==> src/rtl/if_stage.sv <==
// Instruction-fetch stage: PC register, next-PC selection, interrupt latch and
// the IF/ID pipeline register feeding decode.
module if_stage #(
    parameter logic [31:0] RESET_PC   = 32'h8000_0000,
    parameter logic [31:0] ILLOP_ADDR = 32'h8000_0004,
    parameter logic [31:0] XADR_ADDR  = 32'h8000_0008
) (
    input  logic        clk,
    input  logic        reset,
    input  logic        PC_Write,
    input  logic        IF_ID_Write,
    input  logic        IF_ID_Flush,
    input  logic [2:0]  ID_PCSrc,
    input  logic [25:0] ID_JumpTarget,
    input  logic [31:0] ID_JRTarget,
    input  logic [31:0] ID_PC4,
    input  logic        EX_BranchTaken,
    input  logic [31:0] EX_BranchTarget,
    input  logic        IRQ,
    input  logic [31:0] InstMem_Data,
    output logic [31:0] InstMem_Addr,
    output logic [31:0] IF_ID_Instr,
    output logic [31:0] IF_ID_PC4,
    output logic        IF_ID_Valid,
    output logic        IF_ID_Irq
);

    logic [31:0] pc;
    logic [31:0] pc4;
    logic [31:0] pc_next;
    logic        irq_pending;
    logic        irq_seen;
    logic        irq_take;
    logic        id_redirect;

    // Increment never touches the supervisor bit; wrap stays in the half-space.
    assign pc4 = {pc[31], pc[30:0] + 31'd4};

    assign id_redirect = (ID_PCSrc >= 3'd2) && (ID_PCSrc <= 3'd5);

    // A request arriving this cycle can be taken immediately; user mode only.
    assign irq_seen = irq_pending | (IRQ & ~pc[31]);
    assign irq_take = irq_seen & IF_ID_Write & ~IF_ID_Flush
                    & ~EX_BranchTaken & ~id_redirect;

    assign InstMem_Addr = pc;

    always_comb begin
        pc_next = pc4;
        if (EX_BranchTaken) begin
            pc_next = {pc[31] & EX_BranchTarget[31], EX_BranchTarget[30:0]};
        end else begin
            case (ID_PCSrc)
                3'd2:    pc_next = {ID_PC4[31:28], ID_JumpTarget, 2'b00};
                3'd3:    pc_next = {pc[31] & ID_JRTarget[31], ID_JRTarget[30:0]};
                3'd4:    pc_next = ILLOP_ADDR;
                3'd5:    pc_next = XADR_ADDR;
                default: begin
                    // Taking an interrupt holds PC so the instruction re-executes.
                    if (!PC_Write || irq_take) begin
                        pc_next = pc;
                    end
                end
            endcase
        end
    end

    always_ff @(posedge clk) begin
        if (reset) begin
            pc          <= RESET_PC;
            irq_pending <= 1'b0;
            IF_ID_Instr <= 32'd0;
            IF_ID_PC4   <= 32'd0;
            IF_ID_Valid <= 1'b0;
            IF_ID_Irq   <= 1'b0;
        end else begin
            pc          <= pc_next;
            irq_pending <= irq_seen & ~irq_take;
            if (IF_ID_Flush) begin
                // Bubble still carries a real PC4 for a meaningful EPC.
                IF_ID_Instr <= 32'd0;
                IF_ID_PC4   <= pc4;
                IF_ID_Valid <= 1'b0;
                IF_ID_Irq   <= 1'b0;
            end else if (IF_ID_Write) begin
                if (irq_take) begin
                    IF_ID_Instr <= 32'd0;
                    IF_ID_PC4   <= pc;
                    IF_ID_Valid <= 1'b1;
                    IF_ID_Irq   <= 1'b1;
                end else begin
                    IF_ID_Instr <= InstMem_Data;
                    IF_ID_PC4   <= pc4;
                    IF_ID_Valid <= 1'b1;
                    IF_ID_Irq   <= 1'b0;
                end
            end
        end
    end

endmodule

==> config.mk <==
export PLATFORM = sky130hd
export DESIGN_NAME = if_stage
export DESIGN_NICKNAME = d
export VERILOG_FILES = /design/src/rtl/if_stage.sv
export SDC_FILE = /design/constraint.sdc
export NUM_CORES = 1
export LEC_CHECK = 0
export CORE_ASPECT_RATIO = 0.7
export CORE_UTILIZATION = 45
export DETAILED_ROUTE_END_ITERATION = 12
export PLACE_DENSITY = 0.84
export SETUP_SLACK_MARGIN = 0.3
export SYNTH_ARGS = -nofsm -noshare
export SYNTH_HDL_FRONTEND = slang
export SYNTH_SLANG_ARGS = --single-unit
==> constraint.sdc <==
create_clock -name clk -period 3.8 [get_ports clk]
set_input_delay 0.57 -clock clk [delete_from_list [all_inputs] [get_ports clk]]
set_output_delay 0.57 -clock clk [all_outputs]
set_load 0.02 [all_outputs]
==> results of run 1 <==
sequential cells by signal (all words and copies together), names as in the netlist:
| signal | count |
|---|---|
| IF_ID_Valid | 1 |
| irq_pending | 1 |
| IF_ID_PC4 | 32 |
| IF_ID_Instr | 32 |
| InstMem_Addr | 32 |
| IF_ID_Irq | 1 |
area by class of cell:
cell class,count,area [um^2],area share [%]
repair buffers,245,2420,29.4
flip-flops and latches,99,1980,24.1
well taps,157,196,2.39
multi-input cells,537,3260,39.7
clock inverters,4,73.8,0.897
inverters,14,52.6,0.639
clock buffers,10,239,2.90
final timing paths:
kind,from,end,slack [ps],depth (start not counted)
max,ID_PCSrc[1],IF_ID_PC4[17],690,8
min,IF_ID_PC4[0],IF_ID_PC4[0],460,2
max reg2reg,InstMem_Addr[2],IF_ID_PC4[16],1270,5
min reg2reg,IF_ID_PC4[0],IF_ID_PC4[0],460,2
routing by layer:
metal / track usage [%] / routed length (um)
met5: 0 / 0
met4: 8.90 / 328
met3: 5.37 / 1590
met2: 46.1 / 8630
met1: 36.6 / 7910
cells by family after synthesis:
family,after synthesis,synth area share (%)
and+or+nand+nor,272,26.1
AOI/OAI and AO/OA,211,23.1
DFF,99,35.8
buffers and inverters,78,5.55
muxes,30,5.49
xor gates and xnor gates,21,3.32
adders and majority gates,3,0.677
power groups by stage:
| stage | Combinational (uW) | Clock (uW) | Sequential [uW] |
|---|---|---|---|
| 2_1_floorplan | 235 | 0 | 1240 |
| 6_report | 617 | 981 | 1170 |
| 5_1_grt | 659 | 1030 | 1180 |
| 4_1_cts | 615 | 991 | 1170 |
| 3_3_place_gp | 603 | 0 | 1190 |
| 3_5_place_dp | 611 | 0 | 1190 |
worst register-to-register path: cells and delay by family, from the launching register on:
family	cells	cell delay, ps
simple gates	3	1280
compound gates	1	280
fa+ha+maj	1	370
flops	1	510
layout by cell type, fill, tap and decap left out, types with 15 or more instances in the layout:
master             n
nand3_1           53
a21oi_1           71
dfxtp_1           99
a211oi_1          21
clkdlybuf4s50_1  230
mux2i_1           27
nand2b_1          36
o21ai_0           60
nand4_1           15
nor2_1            50
nand2_1           51
metrics by stage:
| step | cell area [um^2] | hold WS [ps] | power (uW) |
|---|---|---|---|
| after floorplan | 5540 | 488 | 1470 |
| after detailed placement | 7910 | 447 | 1800 |
| final | 8230 | 457 | 2770 |
| after global routing | 8230 | 487 | 2870 |
| after global placement | 7910 | 440 | 1790 |
| after CTS | 8230 | 456 | 2770 |
==> flow_summary.ini, run 1 <==
[run_status]
status = completed

[global_route]
grt_usage_pct = 27.8
grt_pass1_wl_um = 28000
grt_max_degree = 68
antenna_found_initial = 0
first_global_vias = 5526
overflow = 0

[sta]
setup_viol = 0
rsz0062_at_grt = false
min_period_ps = 3110
max_slew.worst_pin.slew_ps = 1000
drv_slew = 0
finalHoldViolCount = 0
clock.fmax_mhz = 322
period_share_pct = 81.7
fin_ws_ps = 694
finalClockSkew_ps = 9.01
slew_headroom_pct = 33.2
fin_tns_setup_ps = 0

[logic_synthesis]
yosysTopAreaCellShare_pct = 35.8
yosysTopAreaCell = dfxtp_1
syn_inst = 714
yosysUniqueCellTypes = 58
synth-async-reset-ratio_pct = 0
ys_seq_elements = 99
syn-num-nets = 881
syn_area_per_cell_um2 = 7.76
synth_area_leaders = dfxtp_1 36%, a21oi_1 6.4%, o21ai_0 5.4%
ys_seq_area_share_pct = 35.8
yosysMostFrequentCell = dfxtp_1
synthTopCellsByCount = 99 x dfxtp_1, 71 x a21oi_1, 60 x o21ai_0
synthFlopType = dfxtp_1
syn-cell-area_um2 = 5540
yosysWarnings = 0
synth_edf_count = 0

[placed_design]
place_ws_ps = 447
place_congestion = 0.916
port_buffers = 233
dpl.cell_count = 1052
dp_hpwl_um = 13200

[layout]
utilization_pct = 69.4
fin_cells = 1066
finish.net_count = 1073
drive_above_1_share_pct = 5.28
syn2layout_area_growth_pct = 48.5
diodes = 0
fillers = 982

[power_and_ir_drop]
clkPwrFrac_pct = 35.4
internal_power_uw = 2010
irDropWorstVdd_mv = 0.248
p_sw_share_pct = 27.4
sequentialPowerShare_pct = 42.3
power_switching_uw = 757
power_leakage_uw = 0.00292
power_frac_comb_pct = 22.3
p_per_area_nw_per_um2 = 337

[setup_path]
cp_cell_sequence = clkdlybuf4s50_1, inv_1, ha_1, and4bb_2, o21a_1, nor3_1, xnor2_1, a211oi_1
critPathArrivalTime_ps = 3360
crit_family = compound AO/OA/AOI/OAI gates
worstSetupEndpointType = flip-flop
critPathMaxStageDelay_ps = 680
critical_path_class = in -> reg
critPathMaxFanout = 23
critPathSlowestCell = o21a_1
crit_buf_inv = 2
crit_path_start_kind = input pin
required_ps = 4050

[clocking]
htree_num_levels = 3
cts_buffer_depth = 2
cts_hold_buf = 0
cts_root_buffer = clkbuf_16
ctsResizeCount = 0
cts_tree = yes
clock_latency_ps = 340
post_cts.repair.setup_buffers = 0
numCtsBuffers = 9
clkTransAtPathRegs_ps = 60
cts.sink_count = 99

[routing]
wl_um = 18500
dr.first_iter.drc_count = 574
post_drt_wl_per_cell_um = 17.3
drc = 0
num_vias = 6215
dr.pass1.iters = 5
via_per_inst = 5.83
ant_nets = 0

[die]
design.core.area_um2 = 11900
initial_core_util_pct = 46.8
pin_count = 262
die_w_um = 135
die-area_um2 = 12800
dieHeight_um = 94.8
rows = 33

[worst_hold_path]
hold_class = reg -> reg

[job]
max_cap_viol_count = 0
Power figures use the tool's default switching activity.
==> inputs of run 2 (changes only) <==
CORE_UTILIZATION = 38   (was 45)
PLACE_DENSITY = 0.75   (was 0.84)
clock period = 2.5 ns   (was 3.8 ns; I/O delays follow)
==> run 2 against run 1 <==
Against the previous run:
- via count rose by 0.29%
- die area rose by 18%
- clock power rose by 37%
- critical path depth rose by 1
- wire length rose by 7.9%
- non-clock buffer count rose by 48
- clock skew rose by 3.1 ps
- total power rose by 50%
- design area rose by 6.4%
- hold slack got worse by 84 ps
- critical endpoint is now InstMem_Addr[16]
==> flow_summary.ini, run 2 (same netlist as run 1, synthesis figures left out) <==
[clocking]
clkTransAtPathRegs_ps = 80
cts_buffer_depth = 2
cts_root_buffer = clkbuf_16
cts.sink_count = 99
clock_latency_ps = 350
cts_tree = yes
htree_num_levels = 3
numCtsBuffers = 9

[layout]
finish.net_count = 1121
drive_above_1_share_pct = 11.2
multi_input_area_um2 = 3320
final_common_cell = clkdlybuf4s50_1
final_cell_mix = 229 x clkdlybuf4s50_1, 96 x dfxtp_1, 71 x a21oi_1
fillers = 1225
diodes = 0
utilization_pct = 62.3
design_area_um2 = 8750
syn2layout_area_growth_pct = 57.9
seqCellArea_um2 = 1990

[routing]
via_per_inst = 5.42
dr.pass1.iters = 6
post_drt_wl_per_cell_um = 17.3
dr.first_iter.drc_count = 460
ant_nets = 0
wl_um = 19900
num_vias = 6233
drc = 0

[worst_hold_path]
hold_class = in -> reg
min_delay_path_depth = 3
min-delay-start = IF_ID_Write

[setup_path]
critical_path_class = in -> reg
critPathArrivalTime_ps = 2370
rr_worst_depth = 5
crit_path_start_kind = input pin
critPathSlowestCell = clkdlybuf4s50_1
critPathMaxFanout = 11
rr_startpoint = InstMem_Addr[7]
worstSetupEndpointType = flip-flop
crit_family = buffers and inverters
required_ps = 2750
critPathMaxStageDelay_ps = 520
cp_cell_sequence = clkdlybuf4s50_1, buf_4, inv_1, ha_1, or3_1, a21oi_2, buf_4, a21oi_1, o32ai_1
path_depth = 9
crit_top_cell = buf_4
crit_start = ID_PCSrc[2]
crit_buf_inv = 4

[die]
die-area_um2 = 15100
dieHeight_um = 103
die_w_um = 146
rows = 36
initial_core_util_pct = 39.4
design.core.area_um2 = 14100
pin_count = 262

[global_route]
grt_pass1_wl_um = 29600
grt_max_degree = 66
antenna_found_initial = 0
overflow = 0
first_global_vias = 5409
grt_usage_pct = 24.9

[sta]
fin_ws_ps = 384
rsz0062_at_grt = false
slew_headroom_pct = 55.1
setup_viol = 0
period_share_pct = 84.7
hold_ws_ps = 372
finalClockSkew_ps = 12.1
min_period_ps = 2120
clock.fmax_mhz = 472
max_slew.worst_pin.slew_ps = 673
finalHoldViolCount = 0
drv_slew = 0

[placed_design]
dp_hpwl_um = 15200
place_area_um2 = 8390
port_buffers = 233
place_congestion = 0.979
place_ws_ps = -182

[run_status]
status = completed

[power_and_ir_drop]
p_per_area_nw_per_um2 = 475
irDropWorstVdd_mv = 0.307
power_leakage_uw = 0.00321

[job]
max_cap_viol_count = 0
==> run 2: cell types whose count changed in the layout (fill, tap and decap cells not counted), sizes merged <==
| cell | previous run | this run |
|---|---|---|
| clkinv | 1 | 4 |
| clkbuf | 10 | 9 |
| clkdlybuf4s50 | 230 | 229 |
| dlymetal6s2s | 0 | 1 |
| bufinv | 2 | 0 |
| inv | 15 | 17 |
| buf | 15 | 63 |
==> run 2: path summary, 6_finish.rpt <==
kind | endpoint | slack, ps
setup / recovery | InstMem_Addr[16] | 380
hold / removal | IF_ID_Instr[13] | 370
setup reg to reg | IF_ID_PC4[15] | 430
hold reg to reg | IF_ID_PC4[1] | 450
==> run 2: final cells by class <==
cell class                 instances  area share, %
inverter                          14          0.601
multi-input combinational        537           37.9
tap                              190           2.72
clock buffer                       9           2.57
timing repair buffer             293           32.8
sequential                        99           22.7
clock inverter                     7          0.686
==> run 2: metal layers <==
layer,track usage [%],part of all wire (%)
met1,35.2,46
met5,0,0
met3,6.19,9.5
met4,6.65,1.4
met2,37.6,43
==> run 2: power by group <==
part           internal, uW  total, uW  switching [uW]
clock                   693       1340             650
combinational           557       1060             502
sequential             1670       1760            87.6
==> run 2: what timing repair did <==
| action | in CTS | in global routing |
|---|---|---|
| hold buffers | 0 | 0 |
| gates resized for setup | 3 | 8 |
| endpoints found under the setup margin | 8 | 36 |
| gates cloned | 0 | 0 |
| setup buffers | 1 | 2 |
| pin swaps | 1 | 1 |
==> run 2: tightest hold or removal path: stages <==
cell	delay, ps
buf_2	130
nand2b_1	110
a21oi_1	60
==> run 2: per-stage QoR <==
step           total power [uW]  instances  TNS (ps)
2_1_floorplan              2240        714         0
3_3_place_gp               2820       1130      -785
3_5_place_dp               2830       1130     -1310
4_1_cts                    4160       1147         0
5_1_grt                    4320       1149         0
6_report                   4160       1149         0
==> inputs of run 3 (changes only) <==
clock period = 1.8 ns   (was 2.5 ns; I/O delays follow)
==> run 3 against run 2 <==
Against the previous run:
- the flow now finishes with violations (setup timing)
- largest cell class unchanged
- count of clock-buffer cells in the layout rose by 2
- die area unchanged
- flip-flop and latch count unchanged
- critical path type is now reg -> reg
==> flow_summary.ini, run 3 (same netlist as run 1, synthesis figures left out) <==
[run_status]
status = complete, but fails checks
violations = setup timing

[routing]
dr.pass1.iters = 6
post_drt_wl_per_cell_um = 19.7
via_per_inst = 5.73
drc = 0
num_vias = 7145
ant_nets = 0
wl_um = 24600
dr.first_iter.drc_count = 645

[placed_design]
place_ws_ps = -698
dp_hpwl_um = 15500
dpl.cell_count = 1183
place_congestion = 0.920
port_buffers = 233

[global_route]
gr-usage-met2_pct = 50.6
grt_pass1_wl_um = 35200
first_global_vias = 6555
grt_busiest_layer = met2
overflow = 0
grt_max_degree = 68
gr-usage-met1_pct = 38.8
antenna_found_initial = 0
grt_usage_pct = 29.9
grt_use_met3_pct = 5.62

[layout]
finish.net_count = 1219
diodes = 0
final_common_cell = clkdlybuf4s50_1
syn2layout_area_growth_pct = 88.2
fin_cells = 1247
seqCellArea_um2 = 2030
drive_above_1_share_pct = 31.6
multi_input_area_um2 = 3980
final_cell_mix = 127 x clkdlybuf4s50_1, 109 x buf_4, 86 x dlygate4sd2_1
fillers = 980

[clocking]
htree_num_levels = 3
numCtsBuffers = 9
cts.sink_count = 99
cts_buffer_depth = 2
clkTransAtPathRegs_ps = 80
cts_tree = yes
cts_root_buffer = clkbuf_16
cts_hold_buf = 0
clock_latency_ps = 350

[sta]
max_slew.worst_pin.slew_ps = 578
rsz0062_at_grt = true
fin_ws_ps = -164
finalClockSkew_ps = 10.9
finalHoldViolCount = 0
period_share_pct = 109
setup_viol = 24
min_period_ps = 1960
drv_slew = 0
clock.fmax_mhz = 509
slew_headroom_pct = 61.4

[die]
dieHeight_um = 103
design.core.area_um2 = 14100
pin_count = 262
initial_core_util_pct = 39.4
rows = 36
die-area_um2 = 15100
die_w_um = 146

[setup_path]
crit_path_start_kind = flip-flop
required_ps = 2050
critPathArrivalTime_ps = 2220
critPathMaxFanout = 4
worstSetupEndpointType = flip-flop
critical_path_class = reg -> reg

[power_and_ir_drop]
irDropWorstVdd_mv = 0.503
p_per_area_nw_per_um2 = 595
power_leakage_uw = 0.00437

[job]
max_cap_viol_count = 0

[worst_hold_path]
hold_class = in -> reg
-- run 3: cell count changes in the layout (fill, tap and decap cells not counted), moves of 24 or more --
cell / delta
clkdlybuf4s50_1: -102
dlygate4sd2_1: +86
o21ai_1: +24
buf_4: +57
buf_6: +28
o21ai_0: -35
-- run 3: metrics by stage --
stage	area, um^2	utilization [%]	power (uW)	TNS, ps	hold slack [ps]
after floorplan	5950	-	3170	-60.5	416
after global placement	9030	64.2	4020	-50160	440
after detailed placement	9030	64.2	4040	-51520	445
after CTS	10000	71.2	6080	-5.28	240
after global routing	10400	74.2	6420	-3110	262
final	10400	74.2	6210	-1570	251
-- run 3: per-layer routing --
layer / share of wire, % / up-vias
li1: - / 3277
met1: 42 / 3397
met2: 47 / 404
met3: 8.2 / 67
met4: 2.8 / 0
met5: 0 / -
-- run 3: worst max-delay path, stage by stage, from the launching register on --
cell      delay, ps
dfxtp_4         380
ha_4            150
nand4_4         140
buf_4           190
nor4_4          310
buf_4           180
nand3_1          90
xor2_1          160
a211oi_1        250
-- run 3: final cells by class --
| cell class | count | share of cell area, % |
|---|---|---|
| Clock buffer | 11 | 2.53 |
| Sequential cell | 99 | 19.5 |
| Inverter | 14 | 0.624 |
| Timing Repair Buffer | 391 | 36.4 |
| Tap cell | 190 | 2.28 |
| Clock inverter | 5 | 0.444 |
| Multi-Input combinational cell | 537 | 38.2 |
-- run 3: power breakdown --
part,leakage [uW],internal [uW],switching [uW]
logic,0.00339,866,874
registers,0.000823,2320,99.7
clock network,0.000154,1090,960
-- run 3: path summary, 6_finish.rpt --
| path | slack [ps] | start | to | cells past startpoint |
|---|---|---|---|---|
| max | -160 | InstMem_Addr[3] | IF_ID_PC4[24] | 8 |
| min | 250 | reset | IF_ID_PC4[2] | 2 |
| max reg2reg | -160 | InstMem_Addr[3] | IF_ID_PC4[24] | 8 |
| min reg2reg | 460 | IF_ID_PC4[1] | IF_ID_PC4[1] | 2 |
-- run 3: what timing repair did --
item	4_1_cts	5_1_grt
gates resized for setup	241	68
gates cloned	6	2
endpoints found under the setup margin	192	98
pin swaps	38	33
setup buffers	24	16
